--- src/rtl/ram_pipelined.sv ---
// Single-port synchronous RAM with a configurable read pipeline (1..3 cycles)
// and an optional post-reset clear sequence that fills every word.
module ram_pipelined #(
    parameter int unsigned           ADDR_WIDTH     = 6,
    parameter int unsigned           DATA_WIDTH     = 8,
    parameter int unsigned           READ_LATENCY   = 1,
    parameter bit                    CLEAR_ON_RESET = 1'b1,
    parameter logic [DATA_WIDTH-1:0] CLEAR_VALUE    = '0
) (
    input  logic                  clk,
    input  logic                  reset,
    input  logic [ADDR_WIDTH-1:0] address,
    input  logic [DATA_WIDTH-1:0] data_in,
    input  logic                  write_enable,
    input  logic                  read_enable,
    output logic [DATA_WIDTH-1:0] data_out,
    output logic                  data_valid,
    output logic                  busy
);

    localparam int unsigned DEPTH = 1 << ADDR_WIDTH;

    typedef enum logic {
        CLEAR,
        READY
    } state_t;

    state_t                  state;
    state_t                  state_next;
    logic [ADDR_WIDTH-1:0]   counter;

    logic [DATA_WIDTH-1:0]   mem [DEPTH];
    logic                    mem_we;
    logic [ADDR_WIDTH-1:0]   mem_addr;
    logic [DATA_WIDTH-1:0]   mem_wdata;
    logic                    rd_req;

    logic                    stage_valid;
    logic [DATA_WIDTH-1:0]   stage_data;

    always_ff @(posedge clk or posedge reset) begin
        if (reset) begin
            state <= CLEAR_ON_RESET ? CLEAR : READY;
        end else begin
            state <= state_next;
        end
    end

    always_comb begin
        state_next = state;
        busy       = 1'b0;
        case (state)
            CLEAR: begin
                busy = 1'b1;
                if (counter == '1) begin
                    state_next = READY;
                end
            end
            READY: state_next = READY;
            default: state_next = READY;
        endcase
    end

    always_ff @(posedge clk or posedge reset) begin
        if (reset) begin
            counter <= '0;
        end else if (state == CLEAR) begin
            counter <= counter + 1'b1;
        end
    end

    // The clear sequence borrows the single write port; user requests are
    // locked out entirely while it runs, and while reset is held.
    always_comb begin
        mem_we    = 1'b0;
        mem_addr  = address;
        mem_wdata = data_in;
        rd_req    = 1'b0;
        if (!reset) begin
            if (state == CLEAR) begin
                mem_we    = 1'b1;
                mem_addr  = counter;
                mem_wdata = CLEAR_VALUE;
            end else if (write_enable) begin
                mem_we = 1'b1;
            end else if (read_enable) begin
                rd_req = 1'b1;
            end
        end
    end

    always_ff @(posedge clk) begin
        if (mem_we) begin
            mem[mem_addr] <= mem_wdata;
        end
    end

    // Latency 1 feeds the output register straight from the array; longer
    // latencies insert READ_LATENCY-1 tagged stages ahead of it.
    generate
        if (READ_LATENCY <= 1) begin : g_direct
            always_comb begin
                stage_valid = rd_req;
                stage_data  = mem[address];
            end
        end else begin : g_pipe
            localparam int unsigned STAGES = READ_LATENCY - 1;
            logic [STAGES-1:0]     pipe_valid;
            logic [DATA_WIDTH-1:0] pipe_data [STAGES];

            always_ff @(posedge clk or posedge reset) begin
                if (reset) begin
                    pipe_valid <= '0;
                    for (int unsigned i = 0; i < STAGES; i++) begin
                        pipe_data[i] <= '0;
                    end
                end else begin
                    pipe_valid[0] <= rd_req;
                    if (rd_req) begin
                        pipe_data[0] <= mem[address];
                    end
                    for (int unsigned i = 1; i < STAGES; i++) begin
                        pipe_valid[i] <= pipe_valid[i-1];
                        pipe_data[i]  <= pipe_data[i-1];
                    end
                end
            end

            always_comb begin
                stage_valid = pipe_valid[STAGES-1];
                stage_data  = pipe_data[STAGES-1];
            end
        end
    endgenerate

    always_ff @(posedge clk or posedge reset) begin
        if (reset) begin
            data_out   <= '0;
            data_valid <= 1'b0;
        end else begin
            data_valid <= stage_valid;
            if (stage_valid) begin
                data_out <= stage_data;
            end
        end
    end

endmodule

--- config.mk ---
export PLATFORM = sky130hd
export DESIGN_NAME = ram_pipelined
export DESIGN_NICKNAME = d
export VERILOG_FILES = /design/src/rtl/ram_pipelined.sv
export SDC_FILE = /design/constraint.sdc
export NUM_CORES = 1
export LEC_CHECK = 0
export CORE_ASPECT_RATIO = 1.25
export CORE_UTILIZATION = 56
export DETAILED_ROUTE_END_ITERATION = 12
export GPL_ROUTABILITY_DRIVEN = 0
export PLACE_DENSITY = 0.71
export SLEW_MARGIN = 25
export SYNTH_ARGS = -nofsm -noshare
export SYNTH_HDL_FRONTEND = slang
export SYNTH_SLANG_ARGS = --single-unit
--- constraint.sdc ---
create_clock -name clk -period 3.02 [get_ports clk]
set_input_delay 0.604 -clock clk [delete_from_list [all_inputs] [get_ports clk]]
set_output_delay 0.604 -clock clk [all_outputs]
set_load 0.005 [all_outputs]
==> metrics.md, run 1 <==
| Metric | Value |
|---|---|
| Post-synthesis async set-or-reset flop share | 3.03% |
| Wire length of the first global-routing pass | 67.0 mm |
| Netlist area before placement | 20900 µm² |
| Total global-route track usage | 24.2% |
| Number of cells produced by synthesis | 1115 |
| Leading area contributor after synthesis | sky130_fd_sc_hd__edfxtp_1 |
| Die span in x | 175 µm |
| Maximum clock path buffer count | 3 |
| Type of the tightest min-delay check | reg -> reg |
| Hold-fix buffer count after cts | 0 |
| Number of nets in the synthesized netlist | 1134 |
| Yosys warns | 0 |
| CTS tree | yes |
| Final Routed Wirelength | 44.7 mm |
| Sequential share of the synthesized area | around three quarters |
| Kind of start point of the critical path | flop |
| Area of the core region | 36500 µm² |
| Relative slew margins | 31.0% |
| Floorplan row count | between 70 and 80 |
| Fraction of final layout cells with drive strength greater than 1 | 19.1% |
| I/O pin count | 28 |
| Clk network pwr share | 42.5% |
| Initial Util | between 50% and 60% |
| Outcome | complete, no violations |
| Overall overflow remaining after global route | 0 |
| Diode count | 0 |
| Leakage power figure | 0.00834 µW |
| VDD IR-drop max | 646 µV |
| Worst EP required | roughly 3.2 ns |
| Pint | 12300 µW |
| Routed len/inst | 25.4 µm |
| Longest individual stage delay on the worst path | 0.53 ns |
| Clock period minus worst slack | approximately 2.5 ns |
| Vias in the first global route | around 11000 |
| Slowest-stage cell, CP | sky130_fd_sc_hd__nor2_1 |
| Ys flop type | sky130_fd_sc_hd__edfxtp_1 |
| Max Fanout on Critical Path | 20 |
| #FFs+latches synth | 528 |
| Post-CTS setup repair buffer count | 0 |
| Ratio of final minimum period to clock period | 82.8% |
| Pwr Total | 15300 µW |
| Layout-stage area growth over the synthesis result | 16.0% |
| Overall via count from detail_route | 10700 |
| Final-report max-slew violation count | 0 |
| Root buffer selected by CTS | sky130_fd_sc_hd__clkbuf_16 |
| Reg clk slew, reported paths | about 0.060 ns |
| Detailed Routing Iterations Pass 1 | 5 |
| Top-area cell type share of the netlist area | 73.6% |
| Post-CTS resize count | 0 |
| Library cell with the highest instance count after synthesis | sky130_fd_sc_hd__edfxtp_1 |
| Hold_ws | 0.523 ns |
| Critical Path, Cell by Cell | nor2_2 > buf_12 > mux2i_1 > nand2_1 > buf_4 > nor2_1 |
| Fraction of power consumed by sequential logic | 52.6% |
| Max Clk Rate | 400 MHz |
| Crit path DAT | 2.68 ns |
| Clk_lat worst skew | about 0.57 ns |
| Die height | 218 µm |
| Clock Skew | 0.0223 ns |
| Number of buffers created by CTS | 48 |
| Net Sw Power | 3060 µW |
| Number of antenna violations at the first check in global routing | 0 |
| TritonCTS Sinks | 528 |
| RSZ-0062 raised after global routing | false |
| Post-route DRC violation count | 0 |
| Floorplan die area | 38100 µm² |
| Top post-synthesis cells by count | sky130_fd_sc_hd__edfxtp_1, sky130_fd_sc_hd__mux2i_1, sky130_fd_sc_hd__nor2_1, sky130_fd_sc_hd__nand2_1, sky130_fd_sc_hd__a22oi_1 |
| Sw Ratio | 20.0% |
| Slew at the pin closest to its max-slew limit | 1.03 ns |
| Iteration-0 DRC Markers | 1346 |
| Areal power density over the cells | 632 nW/µm² |
| Placed wire-length estimate after detailed placement | 27.8 mm |
| Ratio of routed vias to standard cells | 6.09 |
| Top post-synthesis cells by area | sky130_fd_sc_hd__edfxtp_1, sky130_fd_sc_hd__mux2i_1, sky130_fd_sc_hd__mux4_2 |
| Post-synth EDFFs | 512 |
| Comb pwr share | slightly below 5% |
| Number of library cell types mapped by synthesis | 36 |
| Final hold violation count | 0 |
| CTS HTree Levels | 2 |
| Quantity of I/O buffers inserted on ports | 27 |
| Crit path capture type | flop |
| Count of nets left with antenna violations after detail routing | 0 |
| Mean instance size in the synthesized netlist | 18.7 µm² |
| Number of maximum-capacitance violations | 0 |
| Final setup violating endpoints | 0 |
| Path type of the worst setup path | reg -> reg |
| Layout Nets | 1264 |
| Maximum number of pins on one net before global-route repair | 65 |
==> power groups by stage <==
stage	Clock [µW]	Sequential, µW	Combinational, µW
after global routing	6860	8050	799
after global placement	0	8210	732
after detailed placement	0	8210	742
after CTS	6590	8050	750
final	6510	8050	755
after floorplan	0	8220	441
==> cell families (layout without fill, tap and decap cells) <==
| kind of cell | after synthesis | in the layout | share of synthesized area, % |
|---|---|---|---|
| flops | 528 | 528 | 75.5 |
| mux | 210 | 210 | 14.9 |
| simple gates | 206 | 206 | 4.46 |
| compound gates | 100 | 100 | 3.36 |
| buf+inv | 65 | 232 | 1.57 |
| xor+xnor | 5 | 5 | 0.210 |
| fa+ha+maj | 1 | 1 | 0.0599 |
==> worst paths after layout <==
path / start / to / slack [ns] / depth (start not counted)
min in group asynchronous: reset / counter[5] / 0.57 / 4
max in group asynchronous: reset / data_out[5] / 2.24 / 4
max: state / mem[34][0] / 0.52 / 6
min: counter[0] / counter[0] / 0.52 / 1
max reg2reg: state / mem[34][0] / 0.52 / 6
min reg2reg: counter[0] / counter[0] / 0.52 / 1
==> layer usage <==
| metal | track usage (%) | share of wire [%] |
|---|---|---|
| met1 | 31.4 | 40 |
| met2 | 41.1 | 51 |
| met3 | 3.66 | 5.9 |
| met4 | 10.1 | 3.9 |
| met5 | 0 | 0 |
==> placed cells by master (no fill, tap or decap), drive strengths merged, types with 7 or more instances in the layout <==
cell           synthesis  routed
edfxtp               512     512
mux2i                137     137
buf                   32     115
nor2                  72      72
mux4                  72      72
nand2                 63      63
clkbuf                27      57
a22oi                 48      48
nand3                 36      36
clkdlybuf4s50          0      24
clkinv                 1      19
a21oi                 16      16
o211ai                16      16
dfrtp                 16      16
bufinv                 0      11
nor2b                 11      11
and4                   8       8
a32oi                  8       8
o21ai                  7       7
==> area by class of cell <==
type | count | area (µm²)
Tap cell | 480 | 601
Multi-Input combinational cell | 522 | 4860
Sequential cell | 528 | 15800
Timing Repair Buffer | 139 | 1280
Fill cell | 2392 | 12300
Clock buffer | 57 | 1260
Clock inverter | 30 | 438
Inverter | 6 | 22.5
==> sequential cells by signal (all words and copies together) (netlist names) <==
signal	cells
counter	6
data_valid	1
data_out	8
state	1
mem	512
==> per-stage QoR <==
step	setup WS [ns]	util (%)	TNS, ns	instances	area (µm²)
after floorplan	-0.116	-	-59.50	1115	20900
after CTS	0.520	66.3	0	1760	24200
after global placement	0.106	61.6	0	1673	22500
after detailed placement	0.0246	61.6	0	1673	22500
after global routing	0.372	66.4	0	1762	24200
final	0.520	66.4	0	1762	24200
==> critical path: cells and delay by family, from the launching register on <==
| kind | cells | cell delay [ns] |
|---|---|---|
| muxes | 1 | 0.28 |
| DFF | 1 | 0.50 |
| buffers and inverters | 2 | 0.37 |
| and+or+nand+nor | 3 | 0.97 |
No activity file was read; power rests on OpenSTA's default activity.
==> run 2, diff against run 1 <==
--- a/config.mk
+++ b/config.mk
@@ -6,10 +6,10 @@
 export NUM_CORES = 1
 export LEC_CHECK = 0
 export CORE_ASPECT_RATIO = 1.25
-export CORE_UTILIZATION = 56
+export CORE_UTILIZATION = 60
 export DETAILED_ROUTE_END_ITERATION = 12
 export GPL_ROUTABILITY_DRIVEN = 0
-export PLACE_DENSITY = 0.71
+export PLACE_DENSITY = 0.73
 export SLEW_MARGIN = 25
 export SYNTH_ARGS = -nofsm -noshare
 export SYNTH_HDL_FRONTEND = slang
==> constraint.sdc (replaced) <==
create_clock -name clk -period 2.5 [get_ports clk]
set_input_delay 0.5 -clock clk [delete_from_list [all_inputs] [get_ports clk]]
set_output_delay 0.5 -clock clk [all_outputs]
set_load 0.005 [all_outputs]
==> run 2 against run 1 <==
Against the previous run: largest cell class unchanged; sequential cell count stayed put; critical path type is now reg -> out; via count up 2.1%; first-iteration DRC count decreased by 29%; worst setup slack worse by 0.32 ns; critical endpoint is now busy; core utilization rose by 5.3 points.
==> metrics.md, run 2 (synthesis gave the netlist of run 1 again) <==
| Metric | Value |
|---|---|
| Area of the core region | 34400 µm² |
| Largest delay share family, worst path | buffers and inverters |
| RSZ-0062 raised after global routing | false |
| Critical Path Stages | 2 |
| Vias in the first global route | between 10000 and 15000 |
| Worst EP required | roughly 2 ns |
| Pre-CTS worst setup slack | -0.116 ns |
| Routed len/inst | 25.8 µm |
| Reg clk slew, reported paths | ~0.07 ns |
| Worst Path Buf+Inv | 2 |
| Maximum number of pins on one net before global-route repair | 65 |
| Ratio of final minimum period to clock period | a little over 90% |
| Path type of the worst setup path | reg -> out |
| Diode count | 0 |
| Net Sw Power | 3710 µW |
| Max Clk Rate | 435 MHz |
| Startpoint of the most critical register-to-register path | state |
| Number of maximum-capacitance violations | 0 |
| Post-CTS setup repair buffer count | 0 |
| Maximum clock path buffer count | 3 |
| I/O pin count | 28 |
| Longest individual stage delay on the worst path | 0.53 ns |
| Outcome | complete, no violations |
| Pwr Total | 18000 µW |
| Crit path capture type | output port |
| Pint | 14300 µW |
| Clk network pwr share | 40.7% |
| Clock Skew | 0.0333 ns |
| Hold-fix buffer count after cts | 0 |
| Post-CTS resize count | 0 |
| Ratio of routed vias to standard cells | 6.17 |
| VDD IR-drop max | 619 µV |
| Overall via count from detail_route | about 11000 |
| CTS tree | yes |
| Layout-stage area growth over the synthesis result | 18.1% |
| Most frequent cells in the layout | sky130_fd_sc_hd__edfxtp_1, sky130_fd_sc_hd__mux2i_1, sky130_fd_sc_hd__buf_4 |
| Total global-route track usage | between 20% and 30% |
| Final setup violating endpoints | 0 |
| Comb pwr share | 5.3% |
| Largest Register | mem |
| Crit path DAT | about 1.8 ns |
| Die span in x | 169 µm |
| Setup tns final | 0 ns |
| Root buffer selected by CTS | sky130_fd_sc_hd__clkbuf_16 |
| Topmost layer with routed signal wires | met4 |
| Sequential cell area | 15800 µm² |
| Count of nets left with antenna violations after detail routing | 0 |
| TritonCTS Sinks | about 530 |
| Fraction of power consumed by sequential logic | 54.0% |
| Floorplan row count | 76 |
| Clock period minus worst slack | approximately 2.3 ns |
| Type of the tightest min-delay check | in -> async |
| Areal power density over the cells | about 730 nW/µm² |
| Endpoint of the lowest-slack register-to-register path | mem[45][7] |
| Largest registers | mem x512, data_out x8, counter x6 |
| Most common cell after layout, fill and taps aside | sky130_fd_sc_hd__edfxtp_1 |
| Max Fanout on Critical Path | 10 |
| Area occupied by multi-input gates | 4950 µm² |
| Layout Nets | 1292 |
| Overall overflow remaining after global route | 0 |
| Flop2flop setup slack | about 0.35 ns |
| Initial Util | 60.7% |
| Least setup slack across all paths after layout | slightly above 0.2 ns |
| Placed wire-length estimate after detailed placement | 28.6 mm |
| Die height | 211 µm |
| Fraction of final layout cells with drive strength greater than 1 | 23.5% |
| Final Routed Wirelength | 45.8 mm |
| Sw Ratio | 20.6% |
| Routed metal-1 wire length | roughly 18 mm |
| Post-route DRC violation count | 0 |
| Slew at the pin closest to its max-slew limit | 0.611 ns |
| Detailed Routing Iterations Pass 1 | 7 |
| Final hold violation count | 0 |
| Relative slew margins | 59.3% |
| Flip-flop count of the largest register, all copies and words added | 512 |
| Leakage power figure | 0.00850 µW |
| Wire length of the first global-routing pass | 68.4 mm |
| Depth of the worst register-to-register path | 7 |
| Routed wire length on met2 | 23.5 mm |
| Kind of start point of the critical path | flop |
| Iteration-0 DRC Markers | 960 |
| Number of buffers created by CTS | 47 |
| Final-report max-slew violation count | 0 |
| # fillers | 2065 |
| Met3 Routed Length | about 2.7 mm |
| Slowest-stage cell, CP | sky130_fd_sc_hd__clkdlybuf4s50_1 |
| Final core utilization | a little under three quarters |
| Floorplan die area | 35600 µm² |
| Number of antenna violations at the first check in global routing | 0 |
| Critical Path, Cell by Cell | inv_1 > clkdlybuf4s50_1 |
| CTS HTree Levels | 2 |
| Quantity of I/O buffers inserted on ports | 27 |
| Clk_lat worst skew | ~0.57 ns |
run 2: tightest hold or removal path: cells and delay by family:
kind,cells,cell delay (ns)
buffers and inverters,3,0.89
run 2: layer usage:
metal | track usage [%] | vias to the layer above
li1 | - | 4803
met1 | 34.9 | 5590
met2 | 46.1 | 463
met3 | 3.15 | 97
met4 | 10.7 | 0
met5 | 0 | -
run 2: final cells by class:
cell class	instances	area share, %
flip-flops and latches	528	63.9
multi-input cells	522	20.0
repair buffers	168	7.25
clock buffers	53	5.03
well taps	468	2.37
clock inverters	31	1.33
inverters	6	0.0912
run 2: per-stage QoR:
stage	area [µm²]	cells	hold slack, ns
floorplan	21000	1115	0.422
global placement	23100	1692	0.506
detailed placement	23100	1692	0.517
CTS	24700	1776	0.443
global route	24700	1776	0.468
finish	24700	1776	0.452
run 2: worst max path at each step:
stage,startpoint,to,slack (ns)
2_1_floorplan,state,mem[0][0],-0.64
3_3_place_gp,reset,mem[38][5],-0.06
3_5_place_dp,reset,mem[25][4],-0.12
4_1_cts,state,busy,0.18
5_1_grt,state,busy,0.14
6_report,state,busy,0.20
run 2: power by group through the flow:
stage	Sequential, µW	Clock (µW)	Combinational (µW)
after floorplan	9930	0	538
after global placement	9920	0	937
after detailed placement	9920	0	952
after CTS	9730	7390	960
after global routing	9720	7700	1010
final	9730	7330	960
